$ cat config.mk
export PLATFORM = sky130hd
export DESIGN_NAME = control_sequencer
export DESIGN_NICKNAME = d
export VERILOG_FILES = /design/src/rtl/control_sequencer.sv
export SDC_FILE = /design/constraint.sdc
export NUM_CORES = 1
export LEC_CHECK = 0
export BUFFER_PORTS_ARGS = -buffer_cell sky130_fd_sc_hd__buf_4
export CELL_PAD_IN_SITES_DETAIL_PLACEMENT = 0
export CELL_PAD_IN_SITES_GLOBAL_PLACEMENT = 1
export CORE_MARGIN = 1
export CORE_UTILIZATION = 26
export DETAILED_ROUTE_END_ITERATION = 12
export PLACE_DENSITY = 0.87
export SLEW_MARGIN = 20
export SYNTH_ARGS = -nofsm -noshare
export SYNTH_HDL_FRONTEND = slang
export SYNTH_SLANG_ARGS = --single-unit
$ cat constraint.sdc
create_clock -name clk -period 1.8 [get_ports clk]
set_clock_uncertainty 0.05 [all_clocks]
set_input_delay 0.36 -clock clk [delete_from_list [all_inputs] [get_ports clk]]
set_output_delay 0.36 -clock clk [all_outputs]
set_load 0.05 [all_outputs]
$ cat src/rtl/control_sequencer.sv
`default_nettype none
// ============================================================================
//  Module      : control_sequencer
//  Description : Hardwired fetch/decode/execute controller for memory_system.
//                A Moore state machine walks IDLE -> F0 -> F1 -> DEC and,
//                for loads/stores, through L1/L2 or S1/S2. Every control
//                strobe of memory_system is decoded combinationally from the
//                state register (and, in DEC, from the opcode and flags).
//  Ports       : clk, rst (async, active-low), start
//                instruction[4:0], C/N/P/Z flags       -> inputs
//                ir_sclr, mar_sclr, enaf, selop[2:0], shamt[1:0],
//                bank_wr_en, busB_addr[2:0], busC_addr[2:0], ir_en, mar_en,
//                mdr_en, wr_rdn, mdr_alu_n, halted, illegal, state_m[3:0]
//  Revision    : 1.0  initial release
// ============================================================================
module control_sequencer #(
    parameter logic [2:0] R_PC    = 3'd0,
    parameter logic [2:0] R_DPTR  = 3'd1,
    parameter logic [2:0] R_A     = 3'd2,
    parameter logic [2:0] R_TEMP  = 3'd3,
    parameter logic [2:0] R_ACC   = 3'd4,
    parameter logic [2:0] OP_PASS = 3'd0,
    parameter logic [2:0] OP_INC  = 3'd1,
    parameter logic [2:0] OP_ADD  = 3'd2,
    parameter logic [2:0] OP_SUB  = 3'd3,
    parameter logic [2:0] OP_AND  = 3'd4,
    parameter logic [2:0] OP_OR   = 3'd5
) (
    input  logic       clk,
    input  logic       rst,
    input  logic       start,
    input  logic [4:0] instruction,
    input  logic       C,
    input  logic       N,
    input  logic       P,
    input  logic       Z,
    output logic       ir_sclr,
    output logic       mar_sclr,
    output logic       enaf,
    output logic [2:0] selop,
    output logic [1:0] shamt,
    output logic       bank_wr_en,
    output logic [2:0] busB_addr,
    output logic [2:0] busC_addr,
    output logic       ir_en,
    output logic       mar_en,
    output logic       mdr_en,
    output logic       wr_rdn,
    output logic       mdr_alu_n,
    output logic       halted,
    output logic       illegal,
    output logic [3:0] state_m
);

    // Opcodes
    localparam logic [4:0] C_OPC_NOP  = 5'b00000;
    localparam logic [4:0] C_OPC_LDA  = 5'b00001;
    localparam logic [4:0] C_OPC_STA  = 5'b00010;
    localparam logic [4:0] C_OPC_ADD  = 5'b00011;
    localparam logic [4:0] C_OPC_SUB  = 5'b00100;
    localparam logic [4:0] C_OPC_AND  = 5'b00101;
    localparam logic [4:0] C_OPC_OR   = 5'b00110;
    localparam logic [4:0] C_OPC_INCD = 5'b00111;
    localparam logic [4:0] C_OPC_JZ   = 5'b01000;
    localparam logic [4:0] C_OPC_JN   = 5'b01001;
    localparam logic [4:0] C_OPC_HALT = 5'b11111;

    typedef enum logic [3:0] {
        ST_IDLE = 4'd0,
        ST_F0   = 4'd1,
        ST_F1   = 4'd2,
        ST_DEC  = 4'd3,
        ST_L1   = 4'd4,
        ST_L2   = 4'd5,
        ST_S1   = 4'd6,
        ST_S2   = 4'd7,
        ST_HALT = 4'd8
    } state_t;

    state_t r_state;

    // Carry and parity are not consumed by any branch of this instruction set.
    logic w_unused_flags;
    assign w_unused_flags = C | P;

    // ------------------------------------------------------------------------
    // State register
    // ------------------------------------------------------------------------
    always_ff @(posedge clk or negedge rst) begin
        if (!rst) begin
            r_state <= ST_IDLE;
        end else begin
            case (r_state)
                ST_IDLE: r_state <= start ? ST_F0 : ST_IDLE;
                ST_F0:   r_state <= ST_F1;
                ST_F1:   r_state <= ST_DEC;
                ST_DEC: begin
                    case (instruction)
                        C_OPC_LDA:  r_state <= ST_L1;
                        C_OPC_STA:  r_state <= ST_S1;
                        C_OPC_HALT: r_state <= ST_HALT;
                        default:    r_state <= ST_F0;
                    endcase
                end
                ST_L1:   r_state <= ST_L2;
                ST_L2:   r_state <= ST_F0;
                ST_S1:   r_state <= ST_S2;
                ST_S2:   r_state <= ST_F0;
                ST_HALT: r_state <= ST_HALT;
                default: r_state <= ST_IDLE;
            endcase
        end
    end

    // ------------------------------------------------------------------------
    // Output decode. Because it depends only on r_state (and the opcode in
    // DEC), an asynchronous reset drives the IDLE values without a clock edge.
    // ------------------------------------------------------------------------
    always_comb begin
        ir_sclr    = 1'b0;
        mar_sclr   = 1'b0;
        enaf       = 1'b0;
        selop      = OP_PASS;
        shamt      = 2'b00;
        bank_wr_en = 1'b0;
        busB_addr  = 3'd0;
        busC_addr  = 3'd0;
        ir_en      = 1'b0;
        mar_en     = 1'b0;
        mdr_en     = 1'b0;
        wr_rdn     = 1'b0;
        mdr_alu_n  = 1'b0;
        halted     = 1'b0;
        illegal    = 1'b0;

        case (r_state)
            ST_IDLE: begin
                ir_sclr  = 1'b1;
                mar_sclr = 1'b1;
            end
            ST_F0: begin
                busB_addr = R_PC;
                selop     = OP_PASS;
                mar_en    = 1'b1;
            end
            ST_F1: begin
                // Memory read into IR overlaps with PC <- PC + 1.
                ir_en      = 1'b1;
                busB_addr  = R_PC;
                selop      = OP_INC;
                busC_addr  = R_PC;
                bank_wr_en = 1'b1;
            end
            ST_DEC: begin
                case (instruction)
                    C_OPC_NOP, C_OPC_HALT: ;
                    C_OPC_LDA, C_OPC_STA: begin
                        busB_addr = R_DPTR;
                        selop     = OP_PASS;
                        mar_en    = 1'b1;
                    end
                    C_OPC_ADD, C_OPC_SUB, C_OPC_AND, C_OPC_OR: begin
                        busB_addr  = R_A;
                        busC_addr  = R_ACC;
                        bank_wr_en = 1'b1;
                        enaf       = 1'b1;
                        case (instruction)
                            C_OPC_ADD: selop = OP_ADD;
                            C_OPC_SUB: selop = OP_SUB;
                            C_OPC_AND: selop = OP_AND;
                            default:   selop = OP_OR;
                        endcase
                    end
                    C_OPC_INCD: begin
                        busB_addr  = R_DPTR;
                        selop      = OP_INC;
                        busC_addr  = R_DPTR;
                        bank_wr_en = 1'b1;
                    end
                    C_OPC_JZ, C_OPC_JN: begin
                        // Taken jump overwrites the PC already incremented in F1.
                        if ((instruction == C_OPC_JZ) ? Z : N) begin
                            busB_addr  = R_TEMP;
                            selop      = OP_PASS;
                            busC_addr  = R_PC;
                            bank_wr_en = 1'b1;
                        end
                    end
                    default: illegal = 1'b1;
                endcase
            end
            ST_L1: begin
                mdr_alu_n = 1'b1;
                mdr_en    = 1'b1;
            end
            ST_L2: begin
                mdr_alu_n  = 1'b1;
                busC_addr  = R_A;
                bank_wr_en = 1'b1;
            end
            ST_S1: begin
                busB_addr = R_A;
                selop     = OP_PASS;
                mdr_en    = 1'b1;
            end
            ST_S2: begin
                wr_rdn = 1'b1;
            end
            ST_HALT: begin
                halted = 1'b1;
            end
            default: ;
        endcase
    end

    assign state_m = r_state;

endmodule
`default_nettype wire
### Word-level counts from Yosys, hierarchy flattened

Cells that the tools add are included.

| storage, ports and cells | value |
|---|---|
| flip-flop bits (word level) | 4 |
| bits in latches | 0 |
| RAM bits | 0 |
| bits in read-only memories | 0 |
| input bits | 12 |
| output and inout bits | 26 |
| logic and storage cells | 58 |
| memories | 0 |

| cells by class | value |
|---|---|
| add/subtract/negate cells | 0 |
| multiply operators | 0 |
| div/mod/pow operators | 0 |
| order comparisons | 0 |
| equal/unequal tests | 18 |
| shift-type cells | 0 |
| multiplexer cells | 27 |
| bitwise logic cells | 0 |
| reduce and logical (&&, ||, !) cells | 12 |

Operators with widths:

| cell | count |
|---|---|
| one-hot mux 4 bit (8 select lines) | 1 |
| one-hot mux 3 bit (2 select lines) | 4 |
| equality test 5 x 3 -> 1 bit, second input constant | 4 |
| equality test 4 x 3 -> 1 bit, second input constant | 4 |
| two-way mux 1 bit | 14 |
| one-hot mux 4 bit (3 select lines) | 1 |
| OR reduction 2 bit | 6 |
| OR reduction 11 bit | 1 |
| equality test 5 x 2 -> 1 bit, second input constant | 2 |
| equality test 5 x 4 -> 1 bit, second input constant | 2 |
| one-hot mux 3 bit (3 select lines) | 1 |
| equality test 4 x 2 -> 1 bit, second input constant | 2 |
| one-hot mux 1 bit (2 select lines) | 3 |
| one-hot mux 2 bit (3 select lines) | 1 |
| equality test 5 x 1 -> 1 bit, second input constant | 1 |
| equality test 5 bit, second input constant | 1 |
| zero test 5 bit | 1 |
| OR reduction 5 bit | 1 |
| equality test 4 x 1 -> 1 bit, second input constant | 1 |
| equality test 4 bit, second input constant | 1 |
| zero test 4 bit | 1 |
| one-hot mux 2 bit (2 select lines) | 1 |
| OR reduction 4 bit | 1 |
| OR reduction 3 bit | 1 |
| two-way mux 2 bit | 1 |

### Longest topological paths before layout

Gate-level depths: netlist of the first run.

| depth | value |
|---|---|
| word-level depth | 5 |
| mapped depth | 5 |
| mapped depth without buffers | 3 |

### Worst setup path after synthesis of the first run

No wires, ideal clock.

| timing | value |
|---|---|
| path type | register to output |
| start point | reg r_state[0] (netlist: state_m[0]) |
| end point | out mar_sclr |
| data arrival time | 2.876 ns |
| required time | 1.390 ns |
| setup slack | -1.486 ns |
| cell stages (with the launch flop) | 4 |
| buffers on the path | 2 |
| cells stage by stage | dfrtp_1 -> buf_2 -> nor4_1 -> buf_4 |

| on the way | value |
|---|---|
| cells in the longest elaborated chain, start to end | 2 |

RTL lines:

| what | line | source |
|---|---|---|
| from (decl) | 80 | `state_t r_state;` |
| from (signal assigned) | 94 | `ST_IDLE: r_state <= start ? ST_F0 : ST_IDLE;` |
| zero test 4 bit | n/a |  |
| two-way mux 1 bit | n/a |  |
| to (decl) | 38 | `output logic mar_sclr,` |

No other way between the ends.

### Worst setup path in the final report of the first run

| timing | value |
|---|---|
| start point | reg r_state[3] (netlist: state_m[3]) |
| end point | out selop[0] |

| on the way | value |
|---|---|
| cells in the longest elaborated chain, start to end | 2 |
| elaborated cells between the ends (all ways) | 3 |
| those cells by class | eq/ne (2); mux (1) |

RTL lines:

| what | line | source |
|---|---|---|
| equality test 4 x 2 -> 1 bit | 136 | `case (r_state)` |
| one-hot mux 3 bit (2 select lines) (*) | 136 |  |
| to (decl) | 40 | `output logic [2:0] selop,` |

Mark *: on every way between the ends. The rest lies on a longest branch, timed or not.

==> results of run 1 <==
==> placed cells by master, fill, tap and decap left out, types with 2 or more instances in the layout <==
| cell | count |
|---|---|
| nand3_1 | 2 |
| dfrtp_2 | 4 |
| nand2b_1 | 2 |
| buf_6 | 16 |
| nand2_1 | 2 |
| nor2_1 | 7 |
| a21o_1 | 2 |
| buf_8 | 2 |
| nor2b_1 | 3 |
| buf_4 | 35 |
| nor2_4 | 4 |
| o22ai_1 | 3 |
| o21ai_0 | 2 |
| clkbuf_4 | 3 |
| conb_1 | 3 |
| nand2b_4 | 3 |
==> power by group through the flow <==
stage / clock network, mW / logic, mW / registers [mW]
2_1_floorplan: 0 / 0.866 / 0.256
4_1_cts: 0.119 / 1.41 / 0.146
6_report: 0.113 / 1.45 / 0.147
5_1_grt: 0.125 / 1.53 / 0.151
3_5_place_dp: 0 / 1.28 / 0.147
3_3_place_gp: 0 / 1.27 / 0.147
==> metrics by stage <==
step | power, mW | utilization, % | instance area (um^2) | hold WS, ns
after floorplan | 1.122 | - | 743.2 | 0.01441
after global placement | 1.413 | 53.81 | 1077 | 0.1061
after detailed placement | 1.427 | 53.81 | 1077 | 0.1121
after CTS | 1.671 | 61.12 | 1224 | 0.3964
after global routing | 1.803 | 63.44 | 1270 | 0.4108
final | 1.711 | 63.44 | 1270 | 0.4077
==> worst max path at each step <==
stage	endpoint
3_3_place_gp	selop[0]
2_1_floorplan	mar_sclr
3_5_place_dp	selop[0]
4_1_cts	selop[2]
6_report	selop[0]
5_1_grt	selop[0]
==> timing repair <==
item / in CTS / in global routing
gates resized for setup: 25 / 10
setup buffers: 3 / 0
hold buffers: 1 / 0
setup endpoints to repair: 13 / 15
pin swaps: 6 / 2
endpoints found under the hold margin: 4 / 0
==> per-layer routing <==
metal	wire (um)	GRT usage, %	vias up
met4	28	10.29	0
met2	958	28.94	30
met5	0	0	-
li1	-	-	381
met3	110	2.830	4
met1	738	19.32	340
==> critical path, stage by stage, from the launching register on <==
cell and delay [ns]:
dfrtp_2 0.42, and4bb_2 0.36, nand3_2 0.12, buf_6 0.14, o21bai_4 0.10, buf_6 0.16
==> area by class of cell <==
type	count	area, um^2	area share [%]
clock buffers	3	22.52	1.773
inverters	2	7.507	0.5911
multi-input cells	63	598.1	47.09
flip-flops and latches	4	105.1	8.276
well taps	27	33.78	2.660
repair buffers	55	503.0	39.61
==> kinds of logic (layout without fill, tap and decap cells) <==
logic type	Yosys count	in the layout	share of synthesized area (%)
AOI/OAI and AO/OA	20	20	23.79
DFF	4	4	17.62
muxes	1	1	1.982
buffers and inverters	14	60	15.20
other	1	3	0.6602
and+or+nand+nor	38	38	39.21
xor gates and xnor gates	1	1	1.542
==> results.yml, run 1 <==
final_layout:
  syn2layout_area_growth_pct: 123.6
  antenna_cells: 0
  drive_gt1_share_pct: 70.08
  final_cells: 154
  fillers: 175
  final_nets: 141
  largest_reg_flops: 4
clocking:
  htreeDepth: 1
  root_buffer: "clkbuf_4"
  clkLatencyLatePin_ns: 0.24
  cts_buffers: 3
  cts.reportedPaths.clkPinSlew_ns: 0.04
  clock_sinks: 4
  cts_tree: "yes"
  cts_buffer_depth: 2
placed_design:
  pre_cts_ws_ns: -0.1335
  hpwl_mm: 1.393
  placedCellCount: 148
  io_buffer_count: 32
  gp_congestion: 0.7854
routing:
  drt_iter0_markers: 12
  vias: 755
  vias_per_cell: 4.903
  wirelength_mm: 1.836
  drc: 0
  wl_per_cell_um: 11.92
  ant_nets: 0
  dr.pass1.iters: 4
power:
  p_sw_mw: 0.9522
  switching_share_pct: 55.66
  ir_worst_vdd_v: 0.0007203
  pwr-share-clk_pct: 6.6
  power_density_nw_per_um2: 1347
  comb_power_share_pct: 84.8
  p_leak_nw: 0.5554
  sequentialPowerShare_pct: 8.6
  internal_power_mw: 0.7587
global_routing:
  grt_overflow_total: 0
  grtUsageTotal_pct: 16.86
  antenna_found_initial: 0
  grt_max_degree: 11
  grt_first_pass_wirelength_mm: 3.084
  grt_pass1_vias: 709
synth:
  synth_edf_count: 0
  yosysTopAreaCellShare_pct: 17.62
  synthMostInstantiatedCell: "nor2_1"
  syn_area_um2: 568.0
  synthFlopType: "dfrtp_1"
  syn_inst: 79
  seq_area_frac_synth_pct: 17.62
  ys_ff_latch: 4
  synthArstFlopShare_pct: 100.0
  synthTopCellsByCount: "11 x nor2_1, 6 x buf_2, 5 x buf_4"
  synth_warnings: 0
  synth_top_area_cell: "dfrtp_1"
  ys_types: 37
  syn_avg_cell_area_um2: 7.190
  ys_top_cells_by_area: "dfrtp_1 18%, nor2_1 7.3%, buf_4 6.6%, buf_2 5.3%, nand2b_1 4.4%"
floorplan:
  rows: 16
  coreArea_um2: 2002
  io_pins: 38
  initial_core_util_pct: 28.38
  die_w_um: 48.74
  dieHeight_um: 48.74
  dieArea_um2: 2376
timing:
  drv_slew: 0
  fin_setup_tns_ns: -0.7886
  finalHoldViolCount: 0
  fin_ws_ns: -0.1422
  post-route-period-util_pct: 107.9
  rsz0062_at_grt: "yes"
  finalSetupViolations: 8
  maxClockFrequency_mhz: 514.9
  post-route-min-period_ns: 1.942
critical_path:
  regToRegStartpoint: "state_m[3]"
  crit_start: "state_m[3]"
  worstSetupEndpointType: "output port"
  r2r_end: "state_m[0]"
  worst_ep_arrival_time_ns: 1.53
  path_max_fanout: 4
  ff2ff_setup_slack_ns: 0.57
  critPathLaunchType: "flop"
  worst-r2r-cell-count: 4
  cp.required_ns: 1.39
  worstSetupPathType: "reg -> out"
min_path:
  holdCritPathClass: "in -> async"
status:
  status: "finished with violations"
  violations: "setup timing"
run:
  drv_cap: 0
Power figures use the tool's default switching activity.
==> run 2: changes to the inputs <==
--- a/config.mk
+++ b/config.mk
@@ -11,7 +11,7 @@
 export CORE_MARGIN = 1
 export CORE_UTILIZATION = 26
 export DETAILED_ROUTE_END_ITERATION = 12
-export PLACE_DENSITY = 0.87
+export PLACE_DENSITY_LB_ADDON = 0.1
 export SLEW_MARGIN = 20
 export SYNTH_ARGS = -nofsm -noshare
 export SYNTH_HDL_FRONTEND = slang
==> results.yml, run 2 (synthesis results as in run 1) <==
status:
  status: "finished with violations"
  violations: "setup timing"
global_routing:
  grtUsageTotal_pct: 18.04
  grt_first_pass_wirelength_mm: 3.353
  antenna_found_initial: 0
  grt_pass1_vias: 781
  grt_max_degree: 10
  grt_overflow_total: 0
power:
  p_total_mw: 1.738
  ir_worst_vdd_v: 0.0008026
  sequentialPowerShare_pct: 8.5
  power_density_nw_per_um2: 1367
  switching_share_pct: 55.13
  pwr-share-clk_pct: 6.3
  internal_power_mw: 0.7800
  p_leak_nw: 0.5551
  comb_power_share_pct: 85.3
  p_sw_mw: 0.9583
clocking:
  clkLatencyLatePin_ns: 0.23
  cts_buffers: 3
  htreeDepth: 1
  cts_buffer_depth: 2
  root_buffer: "clkbuf_4"
  cts_tree: "yes"
  cts.reportedPaths.clkPinSlew_ns: 0.04
  clock_sinks: 4
timing:
  finalHoldViolCount: 0
  finalSetupViolations: 13
  fin_setup_tns_ns: -0.7195
  maxClockFrequency_mhz: 527.9
  post-route-period-util_pct: 105.2
  fin_ws_ns: -0.09438
  rsz0062_at_grt: "yes"
  hold-worst-slack_ns: 0.4116
  post-route-min-period_ns: 1.894
  drv_slew: 0
placed_design:
  gp_congestion: 0.7895
  hpwl_mm: 1.555
  pre_cts_ws_ns: -0.1025
  placed_area_um2: 1087
  io_buffer_count: 32
routing:
  dr.pass1.iters: 4
  wl_per_cell_um: 12.86
  vias_per_cell: 4.918
  drt_iter0_markers: 16
  wirelength_mm: 2.032
  vias: 777
  drc: 0
  ant_nets: 0
floorplan:
  die_w_um: 48.74
  rows: 16
  coreArea_um2: 2002
  initial_core_util_pct: 28.38
  dieArea_um2: 2376
  io_pins: 38
  dieHeight_um: 48.74
critical_path:
  critPathLaunchType: "flop"
  path_max_fanout: 4
  worstSetupEndpointType: "output port"
  crit_path_top_delay_cell: "dfrtp_2"
  cp_top_family: "flip-flops"
  worst_ep_arrival_time_ns: 1.48
  path_cells: "and4bb_4 -> buf_4 -> o21ai_2 -> a21oi_4 -> buf_6"
  cp.required_ns: 1.39
  path_buf_inv: 2
  cpPeakStageDelay_ns: 0.39
  worstSetupPathType: "reg -> out"
run:
  drv_cap: 0
final_layout:
  syn2layout_area_growth_pct: 123.8
  drive_gt1_share_pct: 69.47
  largest_reg_flops: 4
  antenna_cells: 0
  fillers: 162
  fin_area_um2: 1271
  mostFrequentLayoutCell: "buf_4"
  final_nets: 145
  final_cell_mix: "42 x buf_4, 12 x buf_6, 7 x nor2_1"
min_path:
  holdCritPathClass: "in -> async"
## run 2: area by class of cell
type	instances	area, um^2	area share, %
Tap cell	27	33.78	2.657
Clock buffer	3	22.52	1.772
Multi-Input combinational cell	63	581.8	45.77
Inverter	2	7.507	0.5906
Timing Repair Buffer	59	520.5	40.94
Sequential cell	4	105.1	8.268
## run 2: metrics by stage
stage	cells	utilization, %
4_1_cts	156	60.94
3_5_place_dp	151	54.31
3_3_place_gp	151	54.31
2_1_floorplan	81	-
5_1_grt	158	63.50
6_report	158	63.50
## run 2: layer usage
metal	wire, um	track usage (%)	up-vias
met5	0	0	-
met4	0	7.353	0
met3	62	2.201	0
met2	1151	34.72	24
met1	818	19.50	371
li1	-	-	382
## run 2: power by group through the flow
stage,sequential [mW],clock [mW],combinational [mW]
global placement,0.145,0,1.28
detailed placement,0.146,0,1.30
finish,0.147,0.109,1.48
global route,0.150,0.112,1.55
floorplan,0.256,0,0.866
CTS,0.147,0.113,1.45
## run 2: path summary, 6_finish.rpt
check	startpoint	slack (ns)	cells after the start	endpoint
worst min-delay path	rst	0.41	2	state_m[2]
worst max register to register	state_m[2]	0.53	5	state_m[2]
worst max-delay path	state_m[2]	-0.09	5	illegal
max in group asynchronous	rst	1.17	2	state_m[3]
min in group clk	start	0.49	4	state_m[0]
worst min register to register	state_m[3]	0.55	2	state_m[1]
## run 2: timing repair
item / in CTS / in global routing
hold endpoints to repair: 4 / 0
endpoints found under the setup margin: 13 / 15
hold buffers: 1 / 0
resized for setup: 24 / 9
setup buffers: 2 / 2
pin swaps: 4 / 5
==> run 3: changes to the inputs <==
--- a/config.mk
+++ b/config.mk
@@ -9,9 +9,10 @@
 export CELL_PAD_IN_SITES_DETAIL_PLACEMENT = 0
 export CELL_PAD_IN_SITES_GLOBAL_PLACEMENT = 1
 export CORE_MARGIN = 1
-export CORE_UTILIZATION = 26
+export CORE_UTILIZATION = 28
+export CTS_BUF_LIST = sky130_fd_sc_hd__clkbuf_4
 export DETAILED_ROUTE_END_ITERATION = 12
-export PLACE_DENSITY_LB_ADDON = 0.1
+export PLACE_DENSITY_LB_ADDON = 0.2
 export SLEW_MARGIN = 20
 export SYNTH_ARGS = -nofsm -noshare
 export SYNTH_HDL_FRONTEND = slang
==> results.yml, run 3 (synthesis results as in run 1) <==
routing:
  drc: 0
  wirelength_mm: 2.013
  wl_per_cell_um: 13.07
  dr.pass1.iters: 4
  ant_nets: 0
  vias_per_cell: 5.058
  drt_iter0_markers: 7
  vias: 779
critical_path:
  crit_path_top_delay_cell: "dfrtp_2"
  path_cells: "and4bb_2 -> nand3_2 -> buf_6 -> o21bai_4 -> buf_6"
  cpPeakStageDelay_ns: 0.40
  worst_ep_arrival_time_ns: 1.51
  critPathLaunchType: "flop"
  cp_top_family: "simple AND/OR/NAND/NOR gates"
  path_buf_inv: 2
  cp.required_ns: 1.39
  critPathMostFrequentCell: "buf_6"
  path_max_fanout: 3
  worstSetupPathType: "reg -> out"
  worstSetupEndpointType: "output port"
placed_design:
  placedCellCount: 148
  hpwl_mm: 1.464
  gp_congestion: 0.7184
  io_buffer_count: 32
  placed_area_um2: 1090
  pre_cts_ws_ns: -0.1253
final_layout:
  drive_gt1_share_pct: 68.99
  mostFrequentLayoutCell: "buf_4"
  final_nets: 143
  final_cell_mix: "37 x buf_4, 16 x buf_6, 7 x nor2_1"
  syn2layout_area_growth_pct: 121.6
  final_cells: 154
  antenna_cells: 0
  largest_reg_flops: 4
  fin_area_um2: 1259
global_routing:
  grtUsageTotal_pct: 19.04
  antenna_found_initial: 0
  grt_first_pass_wirelength_mm: 2.994
  grt_pass1_vias: 707
  grt_overflow_total: 0
  grt_max_degree: 14
clocking:
  cts_buffers: 3
  clkLatencyLatePin_ns: 0.24
  htreeDepth: 1
  cts_tree: "yes"
  cts_buffer_depth: 2
  root_buffer: "clkbuf_4"
  cts.reportedPaths.clkPinSlew_ns: 0.04
  clock_sinks: 4
timing:
  post-route-period-util_pct: 106.5
  fin_setup_tns_ns: -0.7847
  drv_slew: 0
  post-route-min-period_ns: 1.917
  finalSetupViolations: 12
  maxClockFrequency_mhz: 521.6
  rsz0062_at_grt: "yes"
  fin_ws_ns: -0.1172
  hold-worst-slack_ns: 0.4100
  finalHoldViolCount: 0
floorplan:
  initial_core_util_pct: 31.20
  coreArea_um2: 1821
  dieArea_um2: 2213
  io_pins: 38
  dieHeight_um: 47.04
  rows: 15
  die_w_um: 47.04
power:
  power_density_nw_per_um2: 1369
  p_leak_nw: 0.5516
  ir_worst_vdd_v: 0.001028
min_path:
  holdCritPathClass: "in -> async"
status:
  violations: "setup timing"
  status: "finished with violations"
run:
  drv_cap: 0
-- run 3: path summary, 6_finish.rpt --
| path | start | end | slack, ns | depth (start not counted) |
|---|---|---|---|---|
| worst max-delay path | state_m[3] | selop[0] | -0.12 | 5 |
| worst min-delay path | rst | state_m[1] | 0.41 | 2 |
| worst max register to register | state_m[3] | state_m[0] | 0.51 | 4 |
| worst min register to register | state_m[3] | state_m[1] | 0.54 | 2 |
| max in group asynchronous | rst | state_m[2] | 1.18 | 2 |
| min in group clk | start | state_m[0] | 0.53 | 4 |
-- run 3: power breakdown --
part / internal [mW] / switching (mW) / leakage (nW)
logic: 0.575 / 0.886 / 0.492
clock network: 0.0746 / 0.0373 / 0.0138
registers: 0.123 / 0.0275 / 0.0455
-- run 3: layout make-up --
cell class / count / area [um^2]
sequential: 4 / 105.1
inverter: 2 / 7.507
timing repair buffer: 57 / 518.0
multi-input combinational: 63 / 574.3
tap: 25 / 31.28
fill: 161 / 561.8
clock buffer: 3 / 22.52
-- run 3: per-layer routing --
metal / up-vias / wire, um / GRT usage [%]
met1: 364 / 808 / 23.67
met4: 0 / 14 / 6.857
li1: 383 / - / -
met3: 2 / 72 / 2.308
met5: - / 0 / 0
met2: 30 / 1118 / 33.61
-- run 3: worst reg2reg max path: cells and delay by family, from the launching register on --
| family | cells | cell delay [ns] |
|---|---|---|
| DFF | 1 | 0.40 |
| and+or+nand+nor | 1 | 0.35 |
| buffers and inverters | 1 | 0.14 |
| AOI/OAI and AO/OA | 2 | 0.24 |
-- run 3: timing repair --
item                                    4_1_cts  5_1_grt
gates resized for setup                      22        9
cloned                                        0        0
pin swaps                                     6        5
buffers inserted                              1        2
hold endpoints to repair                      4        0
endpoints found under the setup margin       13       14
hold buffers                                  1        0
-- run 3: through the flow --
step | power (mW) | util [%]
after global routing | 1.804 | 69.14
after detailed placement | 1.450 | 59.86
final | 1.724 | 69.14
after CTS | 1.672 | 66.39
after global placement | 1.446 | 59.86
after floorplan | 1.122 | -
